===== src/rtl/m_fetch_queue.sv =====
// -----------------------------------------------------------------------------
// m_fetch_queue
//   Instruction-fetch front end for the 5-stage RV32I pipeline. Owns the fetch
//   PC and issues sequential word requests to an in-order, variable-latency
//   instruction memory. Returned words are buffered with their PCs in a
//   DEPTH-entry FIFO that feeds decode over a valid/ready handshake. A
//   branch-miss redirect flushes the FIFO and drops responses still in flight.
//
//   Optional feature macro: FQ_BYPASS_EN
//     defined   : a response arriving at an empty FIFO is presented to decode
//                 in the same cycle (combinational rdata -> out_ir path).
//     undefined : every word passes through the FIFO (one extra cycle).
//
// Parameters
//   DEPTH      FIFO entries (power of 2, >= 2); bounds count + outstanding
//   MAX_OUTST  maximum imem requests in flight (1..DEPTH)
//   RESET_PC   fetch PC after reset (word aligned)
//
// Ports
//   w_clk, w_rst_n             clock (rising edge), async active-low reset
//   w_redirect, w_redirect_pc  branch-miss redirect and new fetch PC
//   w_imem_req/gnt/addr        request channel (handshake on req & gnt)
//   w_imem_rvalid/rdata        in-order response channel
//   w_out_valid/ready          decode handshake
//   w_out_ir, w_out_pc         instruction and its PC (nop / 0 when idle)
//   w_count                    FIFO occupancy
// -----------------------------------------------------------------------------
module m_fetch_queue #(
    parameter int          DEPTH     = 4,
    parameter int          MAX_OUTST = 2,
    parameter logic [31:0] RESET_PC  = 32'h0000_0000
) (
    input  logic                       w_clk,
    input  logic                       w_rst_n,
    input  logic                       w_redirect,
    input  logic [31:0]                w_redirect_pc,
    output logic                       w_imem_req,
    input  logic                       w_imem_gnt,
    output logic [31:0]                w_imem_addr,
    input  logic                       w_imem_rvalid,
    input  logic [31:0]                w_imem_rdata,
    output logic                       w_out_valid,
    input  logic                       w_out_ready,
    output logic [31:0]                w_out_ir,
    output logic [31:0]                w_out_pc,
    output logic [$clog2(DEPTH+1)-1:0] w_count
);

    localparam int CW = $clog2(DEPTH + 1);
    localparam int AW = $clog2(DEPTH);
    localparam int OW = $clog2(MAX_OUTST + 1);
    localparam int PW = (MAX_OUTST > 1) ? $clog2(MAX_OUTST) : 1;
    localparam int SW = ((CW > OW) ? CW : OW) + 1;
    localparam logic [31:0] NOP = 32'h0000_0013;

    // Pending-PC queue pointer advance with explicit wrap (MAX_OUTST need not be a power of 2).
    function automatic logic [PW-1:0] pend_inc(input logic [PW-1:0] p);
        return (p == PW'(MAX_OUTST - 1)) ? {PW{1'b0}} : p + PW'(1);
    endfunction

    logic [31:0]   pc_q, pc_d;
    logic [OW-1:0] outst_q, outst_d;
    logic [OW-1:0] drop_q, drop_d;
    logic [CW-1:0] count_q, count_d;
    logic [AW-1:0] rd_ptr_q, rd_ptr_d;
    logic [AW-1:0] wr_ptr_q, wr_ptr_d;
    logic [31:0]   fifo_ir_q [DEPTH];
    logic [31:0]   fifo_ir_d [DEPTH];
    logic [31:0]   fifo_pc_q [DEPTH];
    logic [31:0]   fifo_pc_d [DEPTH];
    logic [31:0]   pend_pc_q [MAX_OUTST];
    logic [31:0]   pend_pc_d [MAX_OUTST];
    logic [PW-1:0] pend_hd_q, pend_hd_d;
    logic [PW-1:0] pend_tl_q, pend_tl_d;

    logic [SW-1:0] occ_s;
    logic          req_s;
    logic          issue_s;
    logic          rv_s;
    logic          keep_s;
    logic          head_valid_s;
    logic          byp_s;
    logic          enq_s;
    logic          deq_s;

    // Handshake qualifiers: space is reserved at issue, so count+outst bounds the FIFO.
    always_comb begin
        occ_s        = SW'(count_q) + SW'(outst_q);
        req_s        = w_rst_n & ~w_redirect & (occ_s < SW'(DEPTH)) & (outst_q < OW'(MAX_OUTST));
        issue_s      = req_s & w_imem_gnt;
        // A response with nothing outstanding is a memory protocol error; ignore it.
        rv_s         = w_imem_rvalid & (outst_q != {OW{1'b0}});
        keep_s       = rv_s & (drop_q == {OW{1'b0}}) & ~w_redirect;
        head_valid_s = (count_q != {CW{1'b0}});
`ifdef FQ_BYPASS_EN
        byp_s        = keep_s & ~head_valid_s;
`else
        byp_s        = 1'b0;
`endif
        // A bypassed word taken by decode never enters the FIFO.
        enq_s        = keep_s & ~(byp_s & w_out_ready);
        deq_s        = head_valid_s & w_out_ready;
    end

    // Output drive: FIFO head when occupied, bypass word when enabled, else nop/0.
    always_comb begin
        w_imem_req  = req_s;
        w_imem_addr = pc_q;
        w_count     = count_q;
        if (head_valid_s) begin
            w_out_valid = 1'b1;
            w_out_ir    = fifo_ir_q[rd_ptr_q];
            w_out_pc    = fifo_pc_q[rd_ptr_q];
        end else if (byp_s) begin
            w_out_valid = 1'b1;
            w_out_ir    = w_imem_rdata;
            w_out_pc    = pend_pc_q[pend_hd_q];
        end else begin
            w_out_valid = 1'b0;
            w_out_ir    = NOP;
            w_out_pc    = 32'h0000_0000;
        end
    end

    // Next-state for fetch PC, outstanding/drop counters and pending-PC queue.
    always_comb begin
        pc_d      = pc_q;
        outst_d   = outst_q;
        drop_d    = drop_q;
        pend_pc_d = pend_pc_q;
        pend_hd_d = pend_hd_q;
        pend_tl_d = pend_tl_q;

        if (w_redirect) begin
            pc_d = {w_redirect_pc[31:2], 2'b00};
        end else if (issue_s) begin
            pc_d = pc_q + 32'd4;
        end else begin
            pc_d = pc_q;
        end

        case ({issue_s, rv_s})
            2'b10:   outst_d = outst_q + OW'(1);
            2'b01:   outst_d = outst_q - OW'(1);
            default: outst_d = outst_q;
        endcase

        // Everything still in flight after this edge belongs to the old path.
        if (w_redirect) begin
            drop_d = outst_q - (rv_s ? OW'(1) : OW'(0));
        end else if (rv_s && (drop_q != {OW{1'b0}})) begin
            drop_d = drop_q - OW'(1);
        end else begin
            drop_d = drop_q;
        end

        if (issue_s) begin
            pend_pc_d[pend_tl_q] = pc_q;
            pend_tl_d            = pend_inc(pend_tl_q);
        end else begin
            pend_tl_d = pend_tl_q;
        end

        // Every accepted response retires one pending PC, dropped or not.
        if (rv_s) begin
            pend_hd_d = pend_inc(pend_hd_q);
        end else begin
            pend_hd_d = pend_hd_q;
        end
    end

    // Next-state for the instruction FIFO; redirect flushes it outright.
    always_comb begin
        count_d   = count_q;
        rd_ptr_d  = rd_ptr_q;
        wr_ptr_d  = wr_ptr_q;
        fifo_ir_d = fifo_ir_q;
        fifo_pc_d = fifo_pc_q;

        if (w_redirect) begin
            count_d  = {CW{1'b0}};
            rd_ptr_d = {AW{1'b0}};
            wr_ptr_d = {AW{1'b0}};
        end else begin
            if (enq_s) begin
                fifo_ir_d[wr_ptr_q] = w_imem_rdata;
                fifo_pc_d[wr_ptr_q] = pend_pc_q[pend_hd_q];
                wr_ptr_d            = wr_ptr_q + AW'(1);
            end else begin
                wr_ptr_d = wr_ptr_q;
            end
            if (deq_s) begin
                rd_ptr_d = rd_ptr_q + AW'(1);
            end else begin
                rd_ptr_d = rd_ptr_q;
            end
            case ({enq_s, deq_s})
                2'b10:   count_d = count_q + CW'(1);
                2'b01:   count_d = count_q - CW'(1);
                default: count_d = count_q;
            endcase
        end
    end

    // State registers.
    always_ff @(posedge w_clk or negedge w_rst_n) begin
        if (!w_rst_n) begin
            pc_q      <= RESET_PC;
            outst_q   <= {OW{1'b0}};
            drop_q    <= {OW{1'b0}};
            count_q   <= {CW{1'b0}};
            rd_ptr_q  <= {AW{1'b0}};
            wr_ptr_q  <= {AW{1'b0}};
            pend_hd_q <= {PW{1'b0}};
            pend_tl_q <= {PW{1'b0}};
            for (int i = 0; i < DEPTH; i++) begin
                fifo_ir_q[i] <= 32'h0000_0000;
                fifo_pc_q[i] <= 32'h0000_0000;
            end
            for (int i = 0; i < MAX_OUTST; i++) begin
                pend_pc_q[i] <= 32'h0000_0000;
            end
        end else begin
            pc_q      <= pc_d;
            outst_q   <= outst_d;
            drop_q    <= drop_d;
            count_q   <= count_d;
            rd_ptr_q  <= rd_ptr_d;
            wr_ptr_q  <= wr_ptr_d;
            pend_hd_q <= pend_hd_d;
            pend_tl_q <= pend_tl_d;
            fifo_ir_q <= fifo_ir_d;
            fifo_pc_q <= fifo_pc_d;
            pend_pc_q <= pend_pc_d;
        end
    end

    m_fetch_queue_chk #(
        .DEPTH (DEPTH),
        .CW    (CW),
        .OW    (OW)
    ) u_chk (
        .clk       (w_clk),
        .rst_n     (w_rst_n),
        .rvalid    (w_imem_rvalid),
        .outst     (outst_q),
        .drop      (drop_q),
        .count     (count_q)
    );

endmodule

// -----------------------------------------------------------------------------
// m_fetch_queue_chk
//   Protocol and invariant checks for m_fetch_queue (simulation only effect).
// Ports: clk, rst_n, imem rvalid, and the outst/drop/count state of the queue.
// -----------------------------------------------------------------------------
module m_fetch_queue_chk #(
    parameter int DEPTH = 4,
    parameter int CW    = 3,
    parameter int OW    = 2
) (
    input logic          clk,
    input logic          rst_n,
    input logic          rvalid,
    input logic [OW-1:0] outst,
    input logic [OW-1:0] drop,
    input logic [CW-1:0] count
);

    // The instruction memory may only respond to a granted request.
    a_rvalid_has_outst: assert property (@(posedge clk) disable iff (!rst_n)
        rvalid |-> (outst != {OW{1'b0}}))
        else $error("imem rvalid with no outstanding request");

    // Words marked for dropping are always a subset of those in flight.
    a_drop_le_outst: assert property (@(posedge clk) disable iff (!rst_n)
        drop <= outst)
        else $error("drop counter exceeds outstanding count");

    // Reserved space guarantees occupancy stays within the FIFO.
    a_count_le_depth: assert property (@(posedge clk) disable iff (!rst_n)
        count <= CW'(DEPTH))
        else $error("FIFO occupancy exceeds DEPTH");

endmodule

===== config.mk =====
export PLATFORM = sky130hd
export DESIGN_NAME = m_fetch_queue
export DESIGN_NICKNAME = d
export VERILOG_FILES = /design/src/rtl/m_fetch_queue.sv
export SDC_FILE = /design/constraint.sdc
export NUM_CORES = 1
export LEC_CHECK = 0
export CORE_ASPECT_RATIO = 1.1
export CORE_MARGIN = 2
export CORE_UTILIZATION = 40
export CTS_CLUSTER_DIAMETER = 50
export DETAILED_ROUTE_END_ITERATION = 6
export PLACE_DENSITY = 0.62
export SYNTH_ARGS = -nofsm -noshare
export SYNTH_HDL_FRONTEND = slang
export SYNTH_SLANG_ARGS = --single-unit

===== constraint.sdc =====
create_clock -name w_clk -period 3.3 [get_ports w_clk]
set_input_delay 0.66 -clock w_clk [delete_from_list [all_inputs] [get_ports w_clk]]
set_output_delay 0.66 -clock w_clk [all_outputs]
set_load 0.03 [all_outputs]

# Word-level counts from Yosys, hierarchy flattened
# Cells that the tools add are included.
[totals]
reg_bits = 365
input_bits = 70
output_inout_bits = 101
wordCells = 102
[classes]
addsub = 12
magnitude_cmp = 8
n_eq_ne = 4
n_mux = 33
bitwise_logic = 13
n_reduce_logical = 14
[op_table]
columns = ["operator", "n"]
rows = [
  ["$mux W32", 13],
  ["$bwmux W128", 2],
  ["$bmux W32 S2", 2],
  ["$bwmux W64", 1],
  ["$demux W32 S2", 1],
  ["$add A32 B3 Y32 const B", 1],
  ["$demux W32 S1", 1],
  ["$reduce_bool A2 Y1", 7],
  ["$mux W2", 6],
  ["$and A1 B1 Y1", 8],
  ["$add A2 B1 Y2 const B", 3],
  ["$ge A3 B3 Y1 const B", 2],
  ["$not A2 Y3", 2],
  ["$pmux W3 S2", 1],
  ["$reduce_bool A3 Y1", 2],
  ["$add A3 B2 Y4", 1],
  ["$eq A2 B1 Y1 const B", 2],
  ["$eq A2 B2 Y1 const B", 2],
  ["$ge A2 B2 Y1 const B", 2],
  ["$lt A4 B3 Y1 const B", 1],
  ["$mux W1", 4],
  ["$not A1 Y2", 2],
  ["$pmux W2 S2", 1],
  ["$sub A2 B1 Y2 const B", 2],
  ["12 further kinds", 15],
]

# Depth between registers and ports, before layout
# Gate-level depths: netlist (run 1).
[logic_depth]
word_depth = 7
mapped_depth = 10
ltp_nobuf = 8

# Worst setup path after synthesis (run 1)
# Ideal clock, no wire load.
[synth_path]
kind = "flip-flop to output port"
start = "reg count_q[0], in the netlist w_count[0]"
end = "out w_out_pc[16]"
arrival_ps = 1625
t_required_ps = 2640
path_slack_ps = 1015
path_stages_with_launch = 5
path_buffers = 1
cell_sequence = "dfrtp_1 > nor3_1 > inv_2 > clkbuf_1 > and2_1"
[synth_via]
elab_chain_cells = 2
[synth_lines]
columns = ["element", "line", "source"]
rows = [
  ["from (decl)", "64", "logic [CW-1:0] count_q, count_d;"],
  ["from (signal assigned)", "211", "count_q <= {CW{1'b0}};"],
  ["from (signal assigned)", "227", "count_q <= count_d;"],
  ["$reduce_bool A3 Y1", "94", "head_valid_s = (count_q != {CW{1'b0}});"],
  ["$mux W32", "110", "if (head_valid_s) begin"],
  ["to (decl)", "45", "output logic [31:0] w_out_pc,"],
]
# No other way between the ends.

# Worst setup path in the final report (run 1)
[layout_path]
start = "reg rd_ptr_q[0]"
end = "out w_out_ir[0]"
[layout_via]
elab_chain_cells = 5
[layout_lines]
columns = ["element", "line", "source"]
rows = [
  ["from (decl)", "65", "logic [AW-1:0] rd_ptr_q, rd_ptr_d;"],
  ["from (signal assigned)", "212", "rd_ptr_q <= {AW{1'b0}};"],
  ["from (signal assigned)", "228", "rd_ptr_q <= rd_ptr_d;"],
  ["$not A2 Y3 (implied by the code)", "112", "w_out_ir = fifo_ir_q[rd_ptr_q];"],
  ["$bmux W32 S2", "112", ""],
  ["$mux W32 (implied by the code) (2 in series)", "112", ""],
  ["$mux W32", "110", ""],
  ["to (decl)", "44", "output logic [31:0] w_out_ir,"],
]
# No other way between the ends. The select of a mux whose other input is x is not followed.

==> results of run 1 <==
power by group:
group	switching, W	total, W	internal (W)
combinational	0.00274	0.00513	0.00239
sequential	0.000709	0.00615	0.00545
clock	0.00188	0.00481	0.00293
total	0.00532	0.0161	0.0108
flip-flops by register name (all words and copies together), names as in the netlist:
register	flops
fifo_ir_q	128
fifo_pc_q	120
pend_pc_q	60
w_imem_addr	30
w_count	3
drop_q	2
outst_q	2
rd_ptr_q	2
wr_ptr_q	2
pend_hd_q	1
pend_tl_q	1
Yosys cell counts (all sizes together), types with 10 or more instances:
master,number
buf,45
nor2,19
inv,10
mux2i,35
clkbuf,47
nand3,21
xor2,10
mux4,62
o21ai,145
dfrtp,351
nand2,166
mux2,187
nand4,12
and2,62
final cells by class:
class,count,area share [%]
flip-flops and latches,351,44.72
multi-input cells,817,34.48
repair buffers,196,9.663
clock buffers,58,6.372
well taps,507,3.227
clock inverters,22,1.305
inverters,10,0.2164
diodes,1,0.01273
per-layer routing:
layer / up-vias / track usage, %
met5: - / 0
met1: 5204 / 25.13
met4: 0 / 3.995
li1: 4828 / -
met3: 46 / 3.177
met2: 247 / 28.62
kinds of logic (layout without fill, tap and decap cells):
family | count (synthesis) | after routing | synth area share, %
adders and majority gates | 10 | 10 | 0.8266
other | 1 | 5 | 0.02337
muxes | 284 | 284 | 24.01
DFF | 351 | 351 | 54.74
buffers and inverters | 102 | 286 | 3.291
and+or+nand+nor | 321 | 321 | 9.919
AOI/OAI and AO/OA | 179 | 179 | 6.153
xor gates and xnor gates | 19 | 19 | 1.037
worst min-delay path, stage by stage, from the launching register on:
cell                      delay (ns)
sky130_fd_sc_hd__dfrtp_1        0.34
sky130_fd_sc_hd__nand2_1        0.04
sky130_fd_sc_hd__o21ai_0        0.06
how the worst min path moves through the flow:
stage | cells after the start | slack (ns) | startpoint | endpoint
after global routing | 2 | 0.48 | w_redirect | w_count[1]$_DFFE_PN0P_
after floorplan | 0 | 0.36 | w_rst_n | drop_q[0]$_DFFE_PN0P_
after global placement | 1 | 0.46 | w_rst_n | fifo_ir_q[111]$_DFFE_PN0P_
after CTS | 2 | 0.45 | w_redirect | rd_ptr_q[1]$_DFFE_PN0P_
final | 2 | 0.47 | fifo_pc_q[98]$_DFFE_PN0P_ | fifo_pc_q[98]$_DFFE_PN0P_
after detailed placement | 1 | 0.46 | w_rst_n | fifo_ir_q[111]$_DFFE_PN0P_
timing repair:
item | 4_1_cts | 5_1_grt
buffers inserted | 0 | 0
endpoints found under the hold margin | 1 | 0
endpoints found under the setup margin | 35 | 5
hold buffers | 1 | 0
gates resized for setup | 26 | 5
metrics by stage:
step | worst slack, ns | utilization (%) | area, um2 | std cells | total power (W)
finish | 0.1300 | 49.93 | 19660 | 1962 | 0.01609
detailed placement | 0.3073 | 46.10 | 18150 | 1880 | 0.01156
global route | 0.03541 | 49.92 | 19650 | 1961 | 0.01705
floorplan | 1.015 | - | 16060 | 1270 | 0.009588
CTS | -0.0000004441 | 49.89 | 19640 | 1961 | 0.01632
global placement | 0.3692 | 46.10 | 18150 | 1880 | 0.01138
==> results.env, run 1 <==
DRCVIOLATIONCOUNT=0
SYNTH.TOP_CELL.AREA_SHARE_PCT=54.74
ENDPOINT_KIND='output port'
POST_SYNTH.CELL_AREA_AVG_UM2=12.66
CLOCK_INSERTION_DELAY_WORST_SKEW_NS=0.55
SYNTHTOPCELLSBYAREA='sky130_fd_sc_hd__dfrtp_1 55%, sky130_fd_sc_hd__mux2_2 13%, sky130_fd_sc_hd__mux4_2 8.7%'
CLOCK_SINK_COUNT=351
MINIMUM_SETUP_SLACK_AMONG_REG_TO_REG_PATHS_NS=0.66
DIE-WIDTH_UM=195.0
NUMPORTBUFFERS=164
WORSTREG2REGSTART='w_count[2]$_DFFE_PN0P_'
SLEW_HEADROOM_PCT=33.69
WORST-SLEW-PIN-TRANSITION_NS=0.9947
NUMBER_OF_BUFFERS_CREATED_BY_CTS=43
DETAIL_ROUTE.WIRELENGTH.MET1_UM=17130
INITIALDRTVIOLATIONCOUNT=462
FRACTION_OF_FINAL_LAYOUT_CELLS_SIZED_BEYOND_DRIVE_STRENGTH_1_PCT=28.20
ASYNC_RESET_FF_SHARE_PCT=100.0
SYNTHESIS.INSTANCES=1267
CRITPATHLAUNCH='rd_ptr_q[0]$_DFFE_PN0P_'
GRT_PASS1_WL_UM=59450
RUN_STATUS='finished, final reports clean'
CRITICAL_PATH_REQUIRED_NS=2.64
CRIT_SLOWEST_CELL='sky130_fd_sc_hd__clkdlybuf4s50_1'
DR_WL_MET3_UM=1590
ROUTE.VIAS.TOTAL=10330
GLOBALROUTE.TOTALOVERFLOW=0
TOP_SIGNAL_LAYER_USED='met4'
PLACEMENT_ROWS=76
FINAL_MIN_PERIOD_OVER_CLOCK_PERIOD_PCT=96.06
DRT-PASS1-ITER-COUNT=4
GRT_SETUP_UNREPAIRED='no'
CLOCK-ROOT-BUFFER='sky130_fd_sc_hd__clkbuf_16'
TIMING.CRITICAL_PATH.SLOWEST_CELL_DELAY_NS=0.60
CRIT_FAMILY='buffers and inverters'
CLK_TRANSITION_REPORTED_PATHS_NS=0.06
CELLLEAKAGEPOWER_nW=9.009
TRITONCTS_CLOCK_TREE='built'
FINALCRITICALPERIOD_NS=3.170
CP.BUFFERS_INVERTERS=1
CAP_VIOL_MAX_COUNT=0
PIN_COUNT_OF_THE_BIGGEST_NET_ENTERING_GLOBAL_ROUTING=145
FINAL_HOLD_VIOL_COUNT=0
CRITPATHLAUNCHTYPE='flop'
NUMBER_OF_CELL_INSTANCES_ON_THE_WORST_REGISTER_TO_REGISTER_PATH=10
SEQ_AREA_MM2=0.008791
SETUP_VIOL=0
POST-DP-HPWL_UM=23620
TNS_NS=0
MULTI_INPUT_LOGIC_AREA_MM2=0.006778
LAYOUT-AREA-OVERHEAD-VS-SYNTH_PCT=22.50
ROUTABILITYCONGESTION=0.8193
SYNTH_FLOP_CELL='sky130_fd_sc_hd__dfrtp_1'
VIA_COUNT_OF_THE_FIRST_GLOBAL_ROUTING_PASS=10710
HOLD_PATH.CLASS='flop to flop'
MET2WIRELENGTH_UM=17060
TIMING.CRITICAL_PATH.CELLS='mux4_2 > or2_2 > clkdlybuf4s50_1'
YOSYSSEQAREASHARE_PCT=54.74
ARRIVAL_NS=2.51
HOLD-WORST-SLACK_NS=0.4737
FLOORPLAN.INITIALDENSITY_PCT=40.76
SYNTH_TOP_CELL_BY_AREA='sky130_fd_sc_hd__dfrtp_1'
VIAS_PER_CELL=5.262
DETAIL-ROUTE-ANTENNA-NETS=0
FIN_WORST_SKEW_NS=0.01779
DESIGN.CORE.AREA_MM2=0.03937
CP_NUM_CELLS=3
WL_UM=36320
WORST-SETUP-PATH-TYPE='flop to output port'
LAYOUT.CELLS.MOST_COMMON_LIST='349 x sky130_fd_sc_hd__dfrtp_1, 187 x sky130_fd_sc_hd__mux2_2, 161 x sky130_fd_sc_hd__nand2_1'
YOSYSWARNINGS=0
HTREE_LEVELS=2
WORST_SETUP_PATH_ENDPOINT='w_out_ir[0]'
ROUTE.DETAILED.WL_PER_INST_UM=18.51
BOUNDARYPINS=171
R2R-END='w_count[2]$_DFFE_PN0P_'
POWERDENSITY_mW_PER_MM2=818.7
N_FILL_CELL=3517
FINAL_NETS=1499
DIE_AREA_MM2=0.04173
SLEW_VIOL_FINAL=0
TIMING.CRITICAL_PATH.FANOUT_MAX=7
CLOCK_PATH_BUFFERS=3
YOSYS_REG_BITS=351
YS_TYPES=54
SYNTH_ENABLE_FLOP_CELLS=0
DIEHEIGHT_UM=214.1
SYN_AREA_MM2=0.01605
LEADING_CELL_TYPE_IN_THE_LAYOUT_FILL_AND_TAPS_EXCLUDED='sky130_fd_sc_hd__dfrtp_1'
WORST_IR_DROP_VDD_V=0.0003693
FMAX_MHz=315.5
GLOBAL_ROUTE.USAGE.TOTAL_PCT=17.74
ANTENNA_FOUND_INITIAL=1
(Power assumes the default switching activity.)
==> run 2: changes to the inputs <==
--- a/config.mk
+++ b/config.mk
@@ -11,6 +11,7 @@
 export CTS_CLUSTER_DIAMETER = 50
 export DETAILED_ROUTE_END_ITERATION = 6
 export PLACE_DENSITY = 0.62
+export SKIP_CTS_REPAIR_TIMING = 1
 export SYNTH_ARGS = -nofsm -noshare
 export SYNTH_HDL_FRONTEND = slang
 export SYNTH_SLANG_ARGS = --single-unit
==> constraint.sdc (replaced) <==
create_clock -name w_clk -period 3.4 [get_ports w_clk]
set_input_delay 0.68 -clock w_clk [delete_from_list [all_inputs] [get_ports w_clk]]
set_output_delay 0.68 -clock w_clk [all_outputs]
set_load 0.03 [all_outputs]
==> run 2 against run 1 <==
  * Combinational power is 2% higher
  * Design area is 0.32% higher
  * Register-to-register slack better by 0.40 ns
  * Sequential power is 2% lower
  * Core utilization is 0.16 points higher
  * Sequential share of layout area is 0.15 points lower
  * Setup slack worse by 0.034 ns
==> results.env, run 2 (synthesis gave the netlist of run 1 again) <==
RUN_STATUS='finished, final reports clean'
DIEHEIGHT_UM=214.1  # unchanged
LEADING_CELL_TYPE_IN_THE_LAYOUT_FILL_AND_TAPS_EXCLUDED='sky130_fd_sc_hd__dfrtp_1'
POST-LAYOUT-TOTAL-POWER_W=0.01568  # -2.6%
WORST-SETUP-PATH-TYPE='flop to output port'
NUMPORTBUFFERS=164  # unchanged
LAYOUT-AREA-OVERHEAD-VS-SYNTH_PCT=22.89
CLK_TRANSITION_REPORTED_PATHS_NS=0.06  # about the same
HTREE_LEVELS=2  # unchanged
FMAX_MHz=302.7
FINALCRITICALPERIOD_NS=3.304
GRT_SETUP_UNREPAIRED='no'
CRIT_FAMILY='buffers and inverters'
POST-DP-HPWL_UM=23060  # -2.4%
CRIT_SLOWEST_CELL='sky130_fd_sc_hd__clkdlybuf4s50_1'
DETAIL-ROUTE-ANTENNA-NETS=0  # unchanged
SLEW_HEADROOM_PCT=32.48  # -1.2 points
LAYOUT.CELLS.MOST_COMMON_LIST='349 x sky130_fd_sc_hd__dfrtp_1, 187 x sky130_fd_sc_hd__mux2_2, 161 x sky130_fd_sc_hd__nand2_1'
WORST-SLEW-PIN-TRANSITION_NS=1.013  # +0.01808 ns
DESIGN.CORE.AREA_MM2=0.03937  # unchanged
ROUTE.DETAILED.WL_PER_INST_UM=18.37  # -0.74%
BOUNDARYPINS=171  # unchanged
HOLD_PATH.CLASS='flop to flop'
ENDPOINT_KIND='output port'
DETAIL_ROUTE.WIRELENGTH.MET1_UM=16500  # -3.6%
DR_WL_MET3_UM=1875  # +18%
ANTENNA_FOUND_INITIAL=2  # +1
PLACE_WS_NS=0.4330  # +0.1257 ns
TIMING.CRITICAL_PATH.FANOUT_MAX=8  # +1
WL_UM=36290  # about the same
MULTI_INPUT_LOGIC_AREA_MM2=0.006778  # unchanged
WORST_IR_DROP_VDD_V=0.0004122  # +12%
SETUP_VIOL=0  # unchanged
DRT-PASS1-ITER-COUNT=5  # +1
FINAL_MIN_PERIOD_OVER_CLOCK_PERIOD_PCT=97.17
CLOCK_PATH_BUFFERS=3  # unchanged
ROUTE.VIAS.TOTAL=10400  # +0.73%
NUMBER_OF_BUFFERS_CREATED_BY_CTS=43  # unchanged
GLOBALROUTE.TOTALOVERFLOW=0  # unchanged
ARRIVAL_NS=2.62  # +0.11 ns
CELLLEAKAGEPOWER_nW=8.914  # -1.1%
LARGEST_REG_FLOPS=128  # unchanged
PLACEMENT_ROWS=76  # unchanged
TOP_SIGNAL_LAYER_USED='met5'
FINALNONFILLERCELLS=1975  # +0.66%
FIN_WORST_SKEW_NS=0.02898  # +0.01119 ns
MET2WIRELENGTH_UM=17260  # +1.2%
CLOCK_INSERTION_DELAY_WORST_SKEW_NS=0.55  # about the same
N_FILL_CELL=3519  # +0.057%
CRITICAL_PATH_REQUIRED_NS=2.72  # +0.08 ns
WORST_SLACK_NS=0.09633  # -0.03366 ns
CRITPATHLAUNCHTYPE='flop'
ROUTABILITYCONGESTION=0.8547  # +4.3%
SLEW_VIOL_FINAL=0  # unchanged
TNS_NS=0  # unchanged
VIA_COUNT_OF_THE_FIRST_GLOBAL_ROUTING_PASS=10800  # +0.92%
INITIALDRTVIOLATIONCOUNT=484  # +4.8%
SEQ_AREA_MM2=0.008788  # about the same
CP.BUFFERS_INVERTERS=2  # +1
GLOBAL_ROUTE.USAGE.TOTAL_PCT=17.62  # -0.12 points
LARGEST_REGISTERS='fifo_ir_q: 128 flops, fifo_pc_q: 120 flops, pend_pc_q: 60 flops'
CLOCK-ROOT-BUFFER='sky130_fd_sc_hd__clkbuf_16'
DRCVIOLATIONCOUNT=0  # unchanged
DIE_AREA_MM2=0.04173  # unchanged
LARGEST_REGISTER='fifo_ir_q'
CLOCK_SINK_COUNT=351  # unchanged
GRT_PASS1_WL_UM=59050  # -0.67%
TIMING.CRITICAL_PATH.CELLS='buf_4 > mux4_2 > or2_2 > clkdlybuf4s50_1'
VIAS_PER_CELL=5.266  # about the same
PIN_COUNT_OF_THE_BIGGEST_NET_ENTERING_GLOBAL_ROUTING=151  # +4.1%
POWERDENSITY_mW_PER_MM2=795.2  # -2.9%
FINAL_NETS=1513  # +0.93%
TIMING.CRITICAL_PATH.SLOWEST_CELL_DELAY_NS=0.61  # about the same
FINAL_HOLD_VIOL_COUNT=0  # unchanged
TRITONCTS_CLOCK_TREE='built'
FLOORPLAN.INITIALDENSITY_PCT=40.76  # unchanged
DIE-WIDTH_UM=195.0  # unchanged
CAP_VIOL_MAX_COUNT=0  # unchanged
FRACTION_OF_FINAL_LAYOUT_CELLS_SIZED_BEYOND_DRIVE_STRENGTH_1_PCT=27.61  # -0.59 points
DPL.CELL_COUNT=1883  # +0.16%
[run 2: final cells by class]
cell class | count | area share [%]
well taps | 507 | 3.217
flip-flops and latches | 351 | 44.57
clock inverters | 17 | 0.8756
inverters | 10 | 0.1904
clock buffers | 62 | 6.282
repair buffers | 210 | 10.48
diodes | 1 | 0.01269
multi-input cells | 817 | 34.37
[run 2: routing by layer]
layer / global-route usage (%) / up-vias
met4: 4.631 / 2
met1: 23.90 / 5236
met2: 29.07 / 266
met5: 0 / -
li1: - / 4848
met3: 3.460 / 48
[run 2: worst min-delay path, cell delays in order, from the launching register on]
cell,delay (ns)
sky130_fd_sc_hd__dfrtp_1,0.34
sky130_fd_sc_hd__nand2_1,0.05
sky130_fd_sc_hd__o21ai_0,0.06
[run 2: path summary, 6_finish.rpt]
check,endpoint,from,depth (start not counted),slack [ns]
min in group asynchronous,fifo_ir_q[111]$_DFFE_PN0P_,w_rst_n,2,0.57
worst max-delay path,w_out_ir[1],rd_ptr_q[0]$_DFFE_PN0P_,4,0.1
max in group asynchronous,w_imem_addr[10]$_DFFE_PN0P_,w_rst_n,3,1.61
worst max register to register,w_imem_addr[18]$_DFFE_PN0P_,w_count[1]$_DFFE_PN0P_,7,1.06
worst min-delay path,fifo_pc_q[36]$_DFFE_PN0P_,fifo_pc_q[36]$_DFFE_PN0P_,2,0.47
worst min register to register,fifo_pc_q[36]$_DFFE_PN0P_,fifo_pc_q[36]$_DFFE_PN0P_,2,0.47
[run 2: per-stage QoR]
step	cell area, um2	hold WS (ns)	util [%]
floorplan	16060	0.3844	-
CTS	19610	-0.05996	49.80
detailed placement	18200	0.4645	46.22
finish	19720	0.4739	50.09
global placement	18200	0.4562	46.22
global route	19720	0.4959	50.08
[run 2: power by group]
group          switching [W]  internal, W
clock network        0.00176      0.00270
registers           0.000724      0.00528
logic                0.00264      0.00257
total                0.00512       0.0106
==> run 3: changes to the inputs <==
--- a/config.mk
+++ b/config.mk
@@ -15,3 +15,4 @@
 export SYNTH_ARGS = -nofsm -noshare
 export SYNTH_HDL_FRONTEND = slang
 export SYNTH_SLANG_ARGS = --single-unit
+export TNS_END_PERCENT = 30
==> results of run 3 <==
Final layout, timing and power as in run 2 (identical DEF).
